===== config.mk =====
export PLATFORM = sky130hd
export DESIGN_NAME = axi_single_beat_master
export DESIGN_NICKNAME = d
export VERILOG_FILES = /design/src/rtl/axi_single_beat_master.sv
export SDC_FILE = /design/constraint.sdc
export NUM_CORES = 1
export LEC_CHECK = 0
export BUFFER_PORTS_ARGS = -buffer_cell sky130_fd_sc_hd__buf_2
export CAP_MARGIN = 10
export CELL_PAD_IN_SITES_DETAIL_PLACEMENT = 0
export CELL_PAD_IN_SITES_GLOBAL_PLACEMENT = 1
export CORE_AREA = 2 2 214 216
export DETAILED_ROUTE_END_ITERATION = 16
export DIE_AREA = 0 0 216 218
export GPL_ROUTABILITY_DRIVEN = 0
export PLACE_DENSITY_LB_ADDON = 0.3
export SYNTH_ARGS = -nofsm -noshare
export SYNTH_HDL_FRONTEND = slang
export SYNTH_SLANG_ARGS = --single-unit

===== constraint.sdc =====
create_clock -name clk -period 16.35 [get_ports clk]
set_clock_uncertainty 0.2 [all_clocks]
set_input_delay 2.4525 -clock clk [delete_from_list [all_inputs] [get_ports clk]]
set_output_delay 2.4525 -clock clk [all_outputs]
set_load 0.02 [all_outputs]

===== src/rtl/axi_single_beat_master.sv =====
// axi_single_beat_master
// Turns one load/store request into one single-beat 64-bit AXI4 transaction.
// Only one transaction is in flight at a time. Every AXI control output comes
// from a flop or from a constant, so slave timing never feeds back into this
// block combinationally. Writes present AW and W in the same cycle.
module axi_single_beat_master #(
    parameter logic [3:0] AXI_ID    = 4'h0,
    parameter logic [3:0] AXI_CACHE = 4'b0010
) (
    input  logic        clk,
    input  logic        rst,

    // core request / response port
    input  logic        req_valid,
    output logic        req_ready,
    input  logic        req_we,
    input  logic [63:0] req_addr,
    input  logic [63:0] req_wdata,
    input  logic [7:0]  req_wstrb,
    output logic        rsp_valid,
    output logic [63:0] rsp_rdata,
    output logic        rsp_err,

    // AXI write address channel
    output logic [3:0]  m_axi_aw_id,
    output logic [63:0] m_axi_aw_addr,
    output logic [7:0]  m_axi_aw_len,
    output logic [2:0]  m_axi_aw_size,
    output logic [1:0]  m_axi_aw_burst,
    output logic [3:0]  m_axi_aw_cache,
    output logic [2:0]  m_axi_aw_prot,
    output logic [3:0]  m_axi_aw_qos,
    output logic        m_axi_aw_valid,
    input  logic        m_axi_aw_ready,

    // AXI write data channel
    output logic [63:0] m_axi_w_data,
    output logic [7:0]  m_axi_w_strb,
    output logic        m_axi_w_last,
    output logic        m_axi_w_valid,
    input  logic        m_axi_w_ready,

    // AXI write response channel
    input  logic [3:0]  m_axi_b_id,
    input  logic [1:0]  m_axi_b_resp,
    input  logic        m_axi_b_valid,
    output logic        m_axi_b_ready,

    // AXI read address channel
    output logic [3:0]  m_axi_ar_id,
    output logic [63:0] m_axi_ar_addr,
    output logic [7:0]  m_axi_ar_len,
    output logic [2:0]  m_axi_ar_size,
    output logic [1:0]  m_axi_ar_burst,
    output logic [3:0]  m_axi_ar_cache,
    output logic [2:0]  m_axi_ar_prot,
    output logic [3:0]  m_axi_ar_qos,
    output logic        m_axi_ar_valid,
    input  logic        m_axi_ar_ready,

    // AXI read data channel
    input  logic [3:0]  m_axi_r_id,
    input  logic [63:0] m_axi_r_data,
    input  logic [1:0]  m_axi_r_resp,
    input  logic        m_axi_r_last,
    input  logic        m_axi_r_valid,
    output logic        m_axi_r_ready
);

    typedef enum logic [2:0] {
        S_IDLE  = 3'd0,
        S_WADDR = 3'd1,
        S_WRESP = 3'd2,
        S_RADDR = 3'd3,
        S_RDATA = 3'd4,
        S_RSP   = 3'd5
    } state_t;

    state_t      state_q, state_d;
    logic [63:0] addr_q, addr_d;
    logic [63:0] wdata_q, wdata_d;
    logic [7:0]  wstrb_q, wstrb_d;
    logic [63:0] rsp_rdata_q, rsp_rdata_d;
    logic        req_ready_q, req_ready_d;
    logic        aw_valid_q, aw_valid_d;
    logic        w_valid_q, w_valid_d;
    logic        ar_valid_q, ar_valid_d;
    logic        b_ready_q, b_ready_d;
    logic        r_ready_q, r_ready_d;
    logic        rsp_valid_q, rsp_valid_d;
    logic        rsp_err_q, rsp_err_d;

    // Per-channel "finished" terms for the write address phase: a channel
    // counts as done once its valid has dropped or it handshakes this cycle.
    logic        aw_fin;
    logic        w_fin;

    // Next-state and next-output computation for the transaction sequencer.
    always_comb begin
        state_d     = state_q;
        addr_d      = addr_q;
        wdata_d     = wdata_q;
        wstrb_d     = wstrb_q;
        rsp_rdata_d = rsp_rdata_q;
        aw_valid_d  = aw_valid_q;
        w_valid_d   = w_valid_q;
        ar_valid_d  = ar_valid_q;
        b_ready_d   = b_ready_q;
        r_ready_d   = r_ready_q;
        rsp_valid_d = 1'b0;
        rsp_err_d   = rsp_err_q;
        aw_fin      = !aw_valid_q || m_axi_aw_ready;
        w_fin       = !w_valid_q || m_axi_w_ready;

        case (state_q)
            S_IDLE: begin
                if (req_valid) begin
                    addr_d  = req_addr;
                    wdata_d = req_wdata;
                    wstrb_d = req_wstrb;
                    if (req_we) begin
                        aw_valid_d = 1'b1;
                        w_valid_d  = 1'b1;
                        state_d    = S_WADDR;
                    end else begin
                        ar_valid_d = 1'b1;
                        state_d    = S_RADDR;
                    end
                end
            end

            S_WADDR: begin
                // Each valid drops on its own handshake; move on once both
                // have gone, whether in the same cycle or in different ones.
                if (aw_valid_q && m_axi_aw_ready) begin
                    aw_valid_d = 1'b0;
                end
                if (w_valid_q && m_axi_w_ready) begin
                    w_valid_d = 1'b0;
                end
                if (aw_fin && w_fin) begin
                    b_ready_d = 1'b1;
                    state_d   = S_WRESP;
                end
            end

            S_WRESP: begin
                if (m_axi_b_valid) begin
                    b_ready_d   = 1'b0;
                    rsp_valid_d = 1'b1;
                    rsp_rdata_d = '0;
                    rsp_err_d   = m_axi_b_resp[1] | (m_axi_b_id != AXI_ID);
                    state_d     = S_RSP;
                end
            end

            S_RADDR: begin
                if (m_axi_ar_ready) begin
                    ar_valid_d = 1'b0;
                    r_ready_d  = 1'b1;
                    state_d    = S_RDATA;
                end
            end

            S_RDATA: begin
                if (m_axi_r_valid) begin
                    r_ready_d   = 1'b0;
                    rsp_valid_d = 1'b1;
                    rsp_rdata_d = m_axi_r_data;
                    // SLVERR/DECERR, a missing last flag or a foreign id all
                    // mark the access as failed; the data is still returned.
                    rsp_err_d   = m_axi_r_resp[1] | ~m_axi_r_last
                                | (m_axi_r_id != AXI_ID);
                    state_d     = S_RDATA == S_RDATA ? S_RSP : S_RSP;
                end
            end

            S_RSP: begin
                // The response pulse lasts one cycle; the error flag goes
                // with it so it never lingers into the next request.
                rsp_err_d = 1'b0;
                state_d   = S_IDLE;
            end

            default: begin
                aw_valid_d = 1'b0;
                w_valid_d  = 1'b0;
                ar_valid_d = 1'b0;
                b_ready_d  = 1'b0;
                r_ready_d  = 1'b0;
                rsp_err_d  = 1'b0;
                state_d    = S_IDLE;
            end
        endcase

        req_ready_d = (state_d == S_IDLE);
    end

    // State and output registers; an asynchronous reset drops any transaction in flight.
    always_ff @(posedge clk or posedge rst) begin
        if (rst) begin
            state_q     <= S_IDLE;
            addr_q      <= '0;
            wdata_q     <= '0;
            wstrb_q     <= '0;
            rsp_rdata_q <= '0;
            req_ready_q <= 1'b1;
            aw_valid_q  <= 1'b0;
            w_valid_q   <= 1'b0;
            ar_valid_q  <= 1'b0;
            b_ready_q   <= 1'b0;
            r_ready_q   <= 1'b0;
            rsp_valid_q <= 1'b0;
            rsp_err_q   <= 1'b0;
        end else begin
            state_q     <= state_d;
            addr_q      <= addr_d;
            wdata_q     <= wdata_d;
            wstrb_q     <= wstrb_d;
            rsp_rdata_q <= rsp_rdata_d;
            req_ready_q <= req_ready_d;
            aw_valid_q  <= aw_valid_d;
            w_valid_q   <= w_valid_d;
            ar_valid_q  <= ar_valid_d;
            b_ready_q   <= b_ready_d;
            r_ready_q   <= r_ready_d;
            rsp_valid_q <= rsp_valid_d;
            rsp_err_q   <= rsp_err_d;
        end
    end

    // Core-side outputs
    assign req_ready = req_ready_q;
    assign rsp_valid = rsp_valid_q;
    assign rsp_rdata = rsp_rdata_q;
    assign rsp_err   = rsp_err_q;

    // Write address channel: address is zeroed whenever the channel is idle.
    assign m_axi_aw_id    = AXI_ID;
    assign m_axi_aw_addr  = aw_valid_q ? addr_q : '0;
    assign m_axi_aw_len   = 8'd0;
    assign m_axi_aw_size  = 3'b011;
    assign m_axi_aw_burst = 2'b01;
    assign m_axi_aw_cache = AXI_CACHE;
    assign m_axi_aw_prot  = 3'b000;
    assign m_axi_aw_qos   = 4'h0;
    assign m_axi_aw_valid = aw_valid_q;

    // Write data channel: the single beat is always the last one.
    assign m_axi_w_data  = wdata_q;
    assign m_axi_w_strb  = wstrb_q;
    assign m_axi_w_last  = w_valid_q;
    assign m_axi_w_valid = w_valid_q;

    assign m_axi_b_ready = b_ready_q;

    // Read address channel
    assign m_axi_ar_id    = AXI_ID;
    assign m_axi_ar_addr  = ar_valid_q ? addr_q : '0;
    assign m_axi_ar_len   = 8'd0;
    assign m_axi_ar_size  = 3'b011;
    assign m_axi_ar_burst = 2'b01;
    assign m_axi_ar_cache = AXI_CACHE;
    assign m_axi_ar_prot  = 3'b000;
    assign m_axi_ar_qos   = 4'h0;
    assign m_axi_ar_valid = ar_valid_q;

    assign m_axi_r_ready = r_ready_q;

endmodule


## Word level (Yosys, flattened, before mapping)

Index checks and enable logic that the tools add are counted.

| operators by class | value |
|---|---|
| equality and inequality tests | 14 |
| multiplexer cells | 34 |
| bitwise operators | 9 |
| reduce and logical (&&, ||, !) cells | 25 |

Operators with widths:

| operator | number |
|---|---|
| two-way mux 64 bit | 4 |
| case mux 64 bit (2 select lines) | 1 |
| inequality test 2 bit (second input constant) | 9 |
| case mux 1 bit (3 select lines) | 6 |
| OR reduction 4 bit | 4 |
| two-way mux 1 bit | 15 |
| two-way mux 3 bit | 5 |
| case mux 3 bit (5 select lines) | 1 |
| AND reduction 3 bit | 4 |
| AND reduction 4 bit | 3 |
| nonzero test 4 bit | 2 |
| == test 3 x 2 -> 1 bit (second input constant) | 2 |
| == test 3 bit (second input constant) | 2 |
| zero test 3 bit | 2 |
| NOT 1 bit | 6 |
| == test 3 x 1 -> 1 bit (second input constant) | 1 |
| logical AND 1 bit | 3 |
| bitwise OR 1 bit | 3 |
| OR reduction 3 bit | 1 |
| zero test 1 bit | 2 |
| logical OR 1 bit | 2 |
| two-way mux 2 bit | 1 |
| case mux 1 bit (2 select lines) | 1 |
| AND reduction 2 bit | 1 |
| nonzero test 2 bit | 1 |

| word-level totals | value |
|---|---|
| register bits after elaboration | 211 |
| input bits | 222 |
| word-level logic and storage cells | 95 |

## Logic depth before layout (Yosys ltp)

Gate-level depths: netlist of the first run.

| depth | value |
|---|---|
| depth after elaboration | 6 |
| mapped depth | 6 |
| gate-level depth less buffers | 5 |

## Worst setup path before layout of the first run

Ideal clock, no wire load.

| path | value |
|---|---|
| path kind | input -> register |
| from | in req_valid |
| to | reg addr_q[0] |
| arrival time | 3.579 ns |
| data required time | 16.025 ns |
| setup slack | 12.446 ns |
| cell stages on the path | 5 |
| buffers on the path | 2 |
| path through | or3b_4 > nor2_4 > buf_6 > buf_6 > mux2_2 |

| on the way | value |
|---|---|
| cells in the longest elaborated chain, start to end | 1 |

RTL lines:

| item | RTL line | source |
|---|---|---|
| from (decl) | 14 | `input logic req_valid,` |
| AND reduction 2 bit (no source line) | n/a |  |
| to (signal assigned) | 217 | `addr_q <= addr_d;` |
| to (decl) | 80 | `logic [63:0] addr_q, addr_d;` |

No other way between the ends.
A chain may end at the register's enable or synchronous reset.

## Worst setup path in the final report of the first run

| path | value |
|---|---|
| from | reg aw_valid_q, in the netlist m_axi_aw_valid |
| to | out m_axi_aw_addr[50] |

| on the way | value |
|---|---|
| cells in the longest elaborated chain, start to end | 1 |

RTL lines:

| item | RTL line | source |
|---|---|---|
| from (decl) | 85 | `logic aw_valid_q, aw_valid_d;` |
| from (signal assigned) | 222 | `aw_valid_q <= aw_valid_d;` |
| two-way mux 64 bit | 240 | `assign m_axi_aw_addr = aw_valid_q ? addr_q : '0;` |
| to (decl) | 26 | `output logic [63:0] m_axi_aw_addr,` |

No other way between the ends.

==> impl_results.md, run 1 <==
- Transition at the pin with the smallest max-transition slack: 1100 ps
- Final core utilization: 28.6%
- Fraction of synthesis flops using an asynchronous set or reset pin: 100%
- Postcts setup bufs: 0
- Met2 usage: 19.2%
- Average size of a mapped cell: 13.2 um^2
- Critical Path RT: 13700 ps
- Family of cells with the greatest summed delay on the critical path: flip-flops
- Antenna violations before repair: 0
- Number of H-tree levels: 1
- Global routing usage on met3: 3.15%
- Fraction of layout cells with a size suffix above 1: 57.7%
- Wire length of the first global-routing pass: 41800 um
- Via Count: 6913
- Critical path's largest stage delay: 1040 ps
- Final worst path period share: 29.4%
- TritonCTS clock tree: done
- Layout overhead on the synthesized area: 39.0%
- Final hold vios: 0
- Max frequency: 0.208 GHz
- GRT overflow: 0
- Share of power burned in combinational logic: 46.5%
- Unrepaired setup endpoints after global routing: no
- Clock Pin Slew Worst Setup and Hold Paths: 60 ps
- Total clock buffers created by CTS: 25
- Crit path max fanout: 67
- Cell area after synthesis: 9240 um^2
- Unique cell type count in the Yosys netlist: 35
- CTS hold repair buffers: 0
- Area share of the largest cell type after synthesis: 56.9%
- Total core area: 44900 um^2
- Global routing met1 resource utilization: 13.8%
- Most area-consuming cells after synthesis: dfrtp_1 (57%), mux2_2 (17%), and2_1 (8.7%)
- Total of cells resized after clock tree synthesis: 0
- Residual antenna-violating net count after detailed routing: 0
- Instance count of the mapped netlist: 699
- Leakage power: 6.61 nW
- Data arrival time of the critical path: 2160 ps
- Startpoint-to-endpoint class of the critical path: reg2out
- P_sw: 1.21 mW
- Worst-case clock buffer depth: 3
- I/O pins: 551
- Flop and latch count out of synthesis: 211
- Clock latency on the worst-skew pair: 530 ps
- Number of enable-type register cells in the synthesized netlist: 0
- GRT Max-Usage Layer: met2
- Total Die Area: 47100 um^2
- Cell internal power dissipation: 1.69 mW
- Half-perimeter wire length after placement: 20600 um
- Total setup violations reported at the end of the flow: 0
- Sequential fraction of the synthesis area: 57.2%
- YS warnings: 0
- Most used flip-flop cell after synthesis: dfrtp_1
- Vias in the first global route: 6955
- Peak ir drop on the vdd network: 0.0000876 V
- Post-layout min period: 4810 ps
- DRC marker count from the first detailed-route iteration: 245
- Effective utilization at floorplan: 20.6%
- Vertical die dimension: 218 um
- Routed wire length: 28200 um
- Proportion of power drawn by the clock network: 19.4%
- Combined buffer and inverter count along the critical path: 1
- Horizontal extent of the die: 216 um
- Result of the run: finished clean
- Avg Vias per Cell: 3.85
- Total Neg Setup Slack: 0 ps
- # DRC: 0
- Number of fill cells in the layout: 4763
- Final nets: 1398
- Total of max-cap violations: 0
- Root cell of the clock tree: clkbuf_16
- Share of power burned in registers: 34.1%
- Cell accounting for the most synthesized area: dfrtp_1
- Switch share: 41.7%
- Worst slew slack as a fraction of its limit: 26.8%
- Row count: 78
- Setup crit start kind: flop
- Most frequently used cell type in the post-synthesis netlist: dfrtp_1
- Number of port buffers: 492
- Critical path's slowest cell: dfrtp_2
- Total power per unit cell area: 226 nW/um^2
- Worst setup EP type: output port
- Worst hold path type: reg2reg
- Detailed-router iteration count before antenna repair: 4
- Detailed-route wire length per cell: 15.7 um
- Worst Hold Slack: 298 ps
- Largest net degree at the start of global routing: 103
- Number of pins exceeding their max-slew limit in the final report: 0
- CTS Sinks: 211
- Inserted Diodes: 0
- Top cells by count, synth: dfrtp_1 (210), mux2_2 (136), and2_1 (128)
- GRT Util Overall: 11.2%
- CP cell instances: and2_1 > buf_2
[final timing paths]
kind                                     end           start  slack [ps]  cells past startpoint
min                            rsp_rdata[21]   rsp_rdata[21]         300                      1
max in group asynchronous         addr_q[40]             rst       12740                      3
min reg2reg                    rsp_rdata[21]   rsp_rdata[21]         300                      1
max reg2reg                 m_axi_w_data[18]      state_q[1]       13170                      5
min in group asynchronous    m_axi_w_data[6]             rst        1870                      2
max                        m_axi_aw_addr[50]  m_axi_aw_valid       11540                      2
[kinds of logic (layout without fill, tap and decap cells)]
kind of cell    Yosys count  count (layout)  share of synthesized area (%)
simple gates            153             153                           10.2
compound gates           85              85                           7.78
buf+inv                 112             554                           8.20
flops                   211             211                           57.2
mux                     136             136                           16.6
other cells               2              56                         0.0813
[power by group through the flow]
stage                     sequential [mW]  clock [mW]  combinational (mW)
after global routing                 1.03       0.612                1.44
after global placement              0.993           0                1.37
final                               0.988       0.564                1.35
after CTS                           0.993       0.588                1.37
after floorplan                      1.14           0               0.751
after detailed placement            0.993           0                1.38
[layout by cell type (no fill, tap or decap), types with 3 or more instances in the layout]
master and count:
buf_2 492, dfrtp_1 208, mux2_2 136, and2_1 128, a22o_1 65, conb_1 56, clkbuf_16 25, clkbuf_8 9
nand2_1 8, inv_1 8, clkinv_2 8, buf_4 7, nor2_1 3, o21ai_0 3
[per-layer routing]
metal  wire, um  share of wire [%]
met1      11400                 40
met5          0                  0
met4        539                1.9
met3       2350                8.3
met2      13900                 49
[registers in the layout, indices dropped and copies added (netlist names)]
| register | cells |
|---|---|
| addr_q | 64 |
| m_axi_w_data | 64 |
| rsp_rdata | 64 |
| m_axi_w_strb | 8 |
| state_q | 3 |
| m_axi_ar_valid | 1 |
| m_axi_aw_valid | 1 |
| m_axi_b_ready | 1 |
| m_axi_r_ready | 1 |
| m_axi_w_last | 1 |
| req_ready | 1 |
| rsp_err | 1 |
| rsp_valid | 1 |
[final cells by class]
cell class | count | area, um^2 | share of cell area [%]
clock buffers | 35 | 753 | 5.87
multi-input cells | 430 | 3400 | 26.5
inverters | 9 | 41.3 | 0.322
flip-flops and latches | 211 | 5280 | 41.2
repair buffers | 499 | 2510 | 19.6
clock inverters | 11 | 87.6 | 0.682
well taps | 600 | 751 | 5.85
[worst register-to-register path: cells and delay by family, from the launching register on]
kind,cells,cell delay (ps)
mux,1,490
flops,1,540
simple gates,2,600
buf+inv,2,1240
[metrics by stage]
step           cell area [um^2]  total power, mW  instances  worst slack, ps
2_1_floorplan              9440             1.89        753             7930
3_3_place_gp              12000             2.36       1749            11260
3_5_place_dp              12000             2.37       1749            11220
4_1_cts                   12800             2.95       1795            11490
5_1_grt                   12800             3.09       1795            11390
6_report                  12800             2.90       1795            11540
Note: power is estimated with default switching activity, not from simulation.
==> inputs of run 2 (changes only) <==
==> constraint.sdc (replaced) <==
create_clock -name clk -period 5 [get_ports clk]
set_clock_uncertainty 0.2 [all_clocks]
set_input_delay 0.75 -clock clk [delete_from_list [all_inputs] [get_ports clk]]
set_output_delay 0.75 -clock clk [all_outputs]
set_load 0.02 [all_outputs]
==> impl_results.md, run 2 (synthesis results as in run 1) <==
- Worst slew slack as a fraction of its limit: 29.3%
- Launching instance or port of the critical path: m_axi_aw_valid
- Unrepaired setup endpoints after global routing: no
- Routed wire length: 27500 um
- Placed Instance Area: 12100 um^2
- Clock Pin Slew Worst Setup and Hold Paths: 60 ps
- Data arrival time of the critical path: 2120 ps
- Max frequency: 0.325 GHz
- Wire length of the first global-routing pass: 41400 um
- Worst Hold Slack: 193 ps
- Result of the run: finished clean
- Number of fill cells in the layout: 4742
- Startpoint of the most critical register-to-register path: state_q[1]
- Crit path max fanout: 67
- CTS hold repair buffers: 0
- Number of H-tree levels: 1
- Number of port buffers: 492
- DRC marker count from the first detailed-route iteration: 297
- Half-perimeter wire length after placement: 20400 um
- Setup crit start kind: flop
- Worst-case clock buffer depth: 3
- Register-to-register path setup slack: 2130 ps
- Total of cells resized after clock tree synthesis: 0
- Total power per unit cell area: 738 nW/um^2
- Combined buffer and inverter count along the critical path: 1
- Vias in the first global route: 7030
- CTS Sinks: 211
- Number of pins exceeding their max-slew limit in the final report: 0
- Residual antenna-violating net count after detailed routing: 0
- Detailed-route wire length per cell: 15.3 um
- Post-layout min period: 3070 ps
- Detailed-router iteration count before antenna repair: 4
- Via Count: 6939
- Most common cell after layout, fill and taps aside: buf_2
- Clock latency on the worst-skew pair: 530 ps
- TritonCTS clock tree: done
- Total setup violations reported at the end of the flow: 0
- Largest net degree at the start of global routing: 99
- Root cell of the clock tree: clkbuf_16
- Horizontal extent of the die: 216 um
- I/O pins: 551
- Final nets: 1402
- Leakage power: 6.62 nW
- Effective utilization at floorplan: 20.6%
- Final instance area: 12900 um^2
- Inserted Diodes: 0
- Commonest cells after routing, fill and taps aside: buf_2 (492), dfrtp_1 (208), mux2_2 (136)
- Total clock buffers created by CTS: 25
- Critical Path RT: 4050 ps
- Row count: 78
- Total Die Area: 47100 um^2
- Family of cells with the greatest summed delay on the critical path: flip-flops
- Reg-to-reg critical path endpoint: m_axi_w_data[19]
- Transition at the pin with the smallest max-transition slack: 1060 ps
- Peak ir drop on the vdd network: 0.000291 V
- Total of max-cap violations: 0
- Critical path's slowest cell: dfrtp_2
- Worst setup path endpoint: m_axi_aw_addr[24]
- R2R depth: 4
- Total Neg Setup Slack: 0 ps
- Worst setup EP type: output port
- Total core area: 44900 um^2
- GRT overflow: 0
- Startpoint-to-endpoint class of the critical path: reg2out
- Final hold vios: 0
- Layout overhead on the synthesized area: 39.6%
- Antenna violations before repair: 0
- Fraction of layout cells with a size suffix above 1: 57.2%
- Final worst path period share: 61.5%
- Vertical die dimension: 218 um
- Critical path's largest stage delay: 1020 ps
- # DRC: 0
- Worst hold path type: in2async
- CP cell instances: and2_1 > buf_2
- Critical path depth: 2
- Avg Vias per Cell: 3.86
- Postcts setup bufs: 0
- GRT Util Overall: 11.1%
## run 2: changes by cell type in the layout (fill, tap and decap cells not counted)
cell | before | now
clkinv_2 | 8 | 1
clkbuf_1 | 1 | 7
buf_12 | 0 | 3
buf_4 | 7 | 8
bufinv_16 | 1 | 2
clkbuf_8 | 9 | 8
clkinv_4 | 1 | 0
clkinvlp_4 | 0 | 1
inv_8 | 1 | 0
## run 2: layout make-up
| class | count | area (um^2) | area share (%) |
|---|---|---|---|
| clock buffer | 40 | 762 | 5.91 |
| clock inverter | 4 | 73.8 | 0.573 |
| inverter | 9 | 37.5 | 0.291 |
| multi-input combinational | 430 | 3400 | 26.4 |
| sequential | 211 | 5280 | 41.0 |
| tap | 600 | 751 | 5.82 |
| timing repair buffer | 503 | 2580 | 20.0 |
## run 2: where the power goes
group	switching, mW	internal, mW	total [mW]
Clock	0.722	1.14	1.86
Combinational	2.55	1.87	4.42
Sequential	0.656	2.58	3.23
## run 2: through the flow
step | power [mW] | instances | util (%) | worst slack [ps]
after floorplan | 6.19 | 753 | - | 1310
after global placement | 7.75 | 1753 | 26.9 | 1870
after detailed placement | 7.78 | 1753 | 26.9 | 1830
after CTS | 9.70 | 1797 | 28.7 | 1750
after global routing | 10.1 | 1797 | 28.7 | 1730
final | 9.51 | 1797 | 28.7 | 1930
## run 2: worst min-delay path by stage
stage	from	to	slack (ps)	depth (start not counted)
after floorplan	addr_q[55]	addr_q[55]	290	1
after global placement	rsp_rdata[33]	rsp_rdata[33]	280	1
after detailed placement	rsp_rdata[5]	rsp_rdata[5]	290	1
after CTS	m_axi_r_data[48]	rsp_rdata[48]	180	2
after global routing	m_axi_r_data[6]	rsp_rdata[6]	200	2
final	rst	rsp_rdata[7]	190	2
## run 2: layer usage
layer | track usage [%] | part of all wire [%] | up-vias
li1 | - | - | 3249
met1 | 13.5 | 40 | 3347
met2 | 19.1 | 49 | 315
met3 | 3.40 | 9.0 | 28
met4 | 3.17 | 1.7 | 0
met5 | 0 | 0 | -
==> inputs of run 3 (changes only) <==
--- a/config.mk
+++ b/config.mk
@@ -5,13 +5,14 @@
 export SDC_FILE = /design/constraint.sdc
 export NUM_CORES = 1
 export LEC_CHECK = 0
+export ABC_AREA = 1
 export BUFFER_PORTS_ARGS = -buffer_cell sky130_fd_sc_hd__buf_2
 export CAP_MARGIN = 10
 export CELL_PAD_IN_SITES_DETAIL_PLACEMENT = 0
 export CELL_PAD_IN_SITES_GLOBAL_PLACEMENT = 1
-export CORE_AREA = 2 2 214 216
+export CORE_AREA = 2 2 216 218
 export DETAILED_ROUTE_END_ITERATION = 16
-export DIE_AREA = 0 0 216 218
+export DIE_AREA = 0 0 218 220
 export GPL_ROUTABILITY_DRIVEN = 0
 export PLACE_DENSITY_LB_ADDON = 0.3
 export SYNTH_ARGS = -nofsm -noshare
==> constraint.sdc (replaced) <==
create_clock -name clk -period 2.5 [get_ports clk]
set_clock_uncertainty 0.2 [all_clocks]
set_input_delay 0.375 -clock clk [delete_from_list [all_inputs] [get_ports clk]]
set_output_delay 0.375 -clock clk [all_outputs]
set_load 0.02 [all_outputs]
==> impl_results.md, run 3 <==
- Worst hold path type: in2reg
- Peak ir drop on the vdd network: 0.000608 V
- Leakage power: 9.45 nW
- Total of max-cap violations: 0
- Final Non-Filler Cells: 2452
- Worst Hold Slack: 90.4 ps
- Total clock buffers created by CTS: 26
- Switch share: 44.0%
- Cell area after synthesis: 9470 um^2
- Half-perimeter wire length after placement: 23000 um
- Critical path's largest stage delay: 740 ps
- # DRC: 0
- TritonCTS clock tree: done
- Vias in the first global route: 8919
- Effective utilization at floorplan: 20.7%
- Final worst path period share: 90.7%
- Total Die Area: 48000 um^2
- Result of the run: finished clean
- Placed insts: 2198
- Reg-to-reg critical path endpoint: req_ready
- DRC marker count from the first detailed-route iteration: 382
- Vertical die dimension: 220 um
- Antenna violations before repair: 2
- Critical Path RT: 2760 ps
- Footprint of the flip-flops and latches: 5280 um^2
- Residual antenna-violating net count after detailed routing: 0
- Worst setup EP type: flop
- Most common cell after layout, fill and taps aside: nand2_1
- Total setup violations reported at the end of the flow: 0
- Startpoint of the tightest hold check path: m_axi_r_valid
- Row count: 79
- Unrepaired setup endpoints after global routing: no
- Startpoint of the most critical register-to-register path: state_q[2]
- Number of enable-type register cells in the synthesized netlist: 0
- Worst slew slack as a fraction of its limit: 32.3%
- Detailed-router iteration count before antenna repair: 4
- R2R depth: 7
- Most area-consuming cells after synthesis: dfrtp_1 (55%), nand2_1 (23%), a22o_1 (5.9%)
- Routed wire length: 33400 um
- Number of H-tree levels: 1
- Number of pins exceeding their max-slew limit in the final report: 0
- Instance count of the mapped netlist: 1147
- Top cells by count, synth: nand2_1 (569), dfrtp_1 (210), inv_1 (144)
- Layout overhead on the synthesized area: 60.8%
- GRT Util Overall: 13.1%
- Avg Vias per Cell: 3.82
- Register-to-register path setup slack: 230 ps
- Share of power burned in registers: 34.5%
- CTS Sinks: 211
- Launching instance or port of the critical path: state_q[2]
- Total power per unit cell area: 1150 nW/um^2
- Share of power burned in combinational logic: 44.8%
- Family of cells with the greatest summed delay on the critical path: buffers and inverters
- Data arrival time of the critical path: 2530 ps
- Proportion of power drawn by the clock network: 20.7%
- Fraction of synthesis flops using an asynchronous set or reset pin: 100%
- Final instance area: 15200 um^2
- Unique cell type count in the Yosys netlist: 24
- Max frequency: 0.441 GHz
- Number of fill cells in the layout: 4987
- Placed Instance Area: 12300 um^2
- Final nets: 2048
- Critical path's slowest cell: buf_4
- Transition at the pin with the smallest max-transition slack: 1020 ps
- Via Count: 9365
- P_sw: 7.68 mW
- Endpoint with the worst hold slack: rsp_err
- Clock latency on the worst-skew pair: 530 ps
- Largest net degree at the start of global routing: 138
- Clock Pin Slew Worst Setup and Hold Paths: 60 ps
- Wire length of the first global-routing pass: 50000 um
- I/O pins: 551
- Multi-input gate area in the final layout: 3120 um^2
- Root cell of the clock tree: clkbuf_16
- Flop and latch count out of synthesis: 211
- Crit path max fanout: 88
- Number of port buffers: 492
- Worst-case clock buffer depth: 3
- Setup crit start kind: flop
- Post-layout min period: 2270 ps
- Horizontal extent of the die: 218 um
- Final hold vios: 0
- Most used flip-flop cell after synthesis: dfrtp_1
- Detailed-route wire length per cell: 13.6 um
- Total core area: 45900 um^2
- Area share of the largest cell type after synthesis: 55.5%
- Average size of a mapped cell: 8.26 um^2
- Startpoint-to-endpoint class of the critical path: reg2reg
- Sequential fraction of the synthesis area: 55.8%
- Fraction of layout cells with a size suffix above 1: 30.0%
- Cell accounting for the most synthesized area: dfrtp_1
- YS warnings: 0
- Depth of the worst hold-timing path: 5
- Combined buffer and inverter count along the critical path: 3
- GRT overflow: 0
- Cell internal power dissipation: 9.79 mW
- Commonest cells after routing, fill and taps aside: nand2_1 (569), buf_2 (492), dfrtp_1 (208)
- Most frequently used cell type in the post-synthesis netlist: nand2_1
- CP cell instances: inv_2 > nand2_1 > nor2_4 > inv_4 > buf_4 > nand4_1 > nor2_1
run 3: how the worst max path moves through the flow:
stage	slack, ps	cells past startpoint	endpoint
global placement	200	7	req_ready
CTS	160	7	req_ready
detailed placement	180	7	req_ready
global route	40	7	req_ready
finish	230	7	req_ready
floorplan	-820	1	addr_q[0]
run 3: worst register-to-register path, stage by stage (launching register included):
cell     delay (ps)
dfrtp_1         450
inv_2            90
nand2_1         160
nor2_4           70
inv_4            50
buf_4           740
nand4_1         280
nor2_1          170
run 3: repair_timing:
action / CTS / global route
buffers inserted: 0 / 0
hold buffers: 207 / 0
resized for setup: 0 / 0
endpoints found under the hold margin: 240 / 0
run 3: metrics by stage:
| step | setup slack (ps) | utilization (%) | total power, mW | setup TNS (ps) |
|---|---|---|---|---|
| after global routing | 42.3 | 33.2 | 18.8 | 0 |
| after detailed placement | 179 | 26.9 | 13.8 | 0 |
| after CTS | 158 | 33.2 | 17.8 | 0 |
| after floorplan | -816 | - | 10.9 | -171550 |
| final | 231 | 33.2 | 17.5 | 0 |
| after global placement | 201 | 26.9 | 13.7 | 0 |
run 3: area by class of cell:
| type | count | area share (%) |
|---|---|---|
| Sequential cell | 211 | 34.7 |
| Multi-Input combinational cell | 728 | 20.5 |
| Clock buffer | 41 | 5.11 |
| Tap cell | 607 | 4.99 |
| Timing Repair Buffer | 712 | 30.8 |
| Inverter | 147 | 3.66 |
| Antenna cell | 1 | 0.0164 |
| Clock inverter | 5 | 0.214 |
run 3: layer usage:
metal  vias to the layer above  GRT usage [%]  share of wire [%]
li1                       4676              -                  -
met1                      4366           16.7                 42
met2                       279           22.2                 50
met3                        42           2.80                6.3
met4                         2           3.49                1.9
met5                         -              0              0.033
run 3: cells by family after synthesis:
logic type                count (synthesis)  synth area share, %
other                                     2               0.0793
AOI/OAI and AO/OA                        74                 6.54
DFF                                     211                 55.8
buffers and inverters                   262                 13.6
xor gates and xnor gates                  1               0.0925
and+or+nand+nor                         597                 23.9
run 3: power by group through the flow:
stage / sequential (mW) / clock [mW] / combinational (mW)
after detailed placement: 6.04 / 0 / 7.73
after CTS: 6.03 / 3.78 / 7.99
final: 6.02 / 3.62 / 7.83
after floorplan: 7.17 / 0 / 3.78
after global placement: 6.02 / 0 / 7.71
after global routing: 6.25 / 3.90 / 8.68
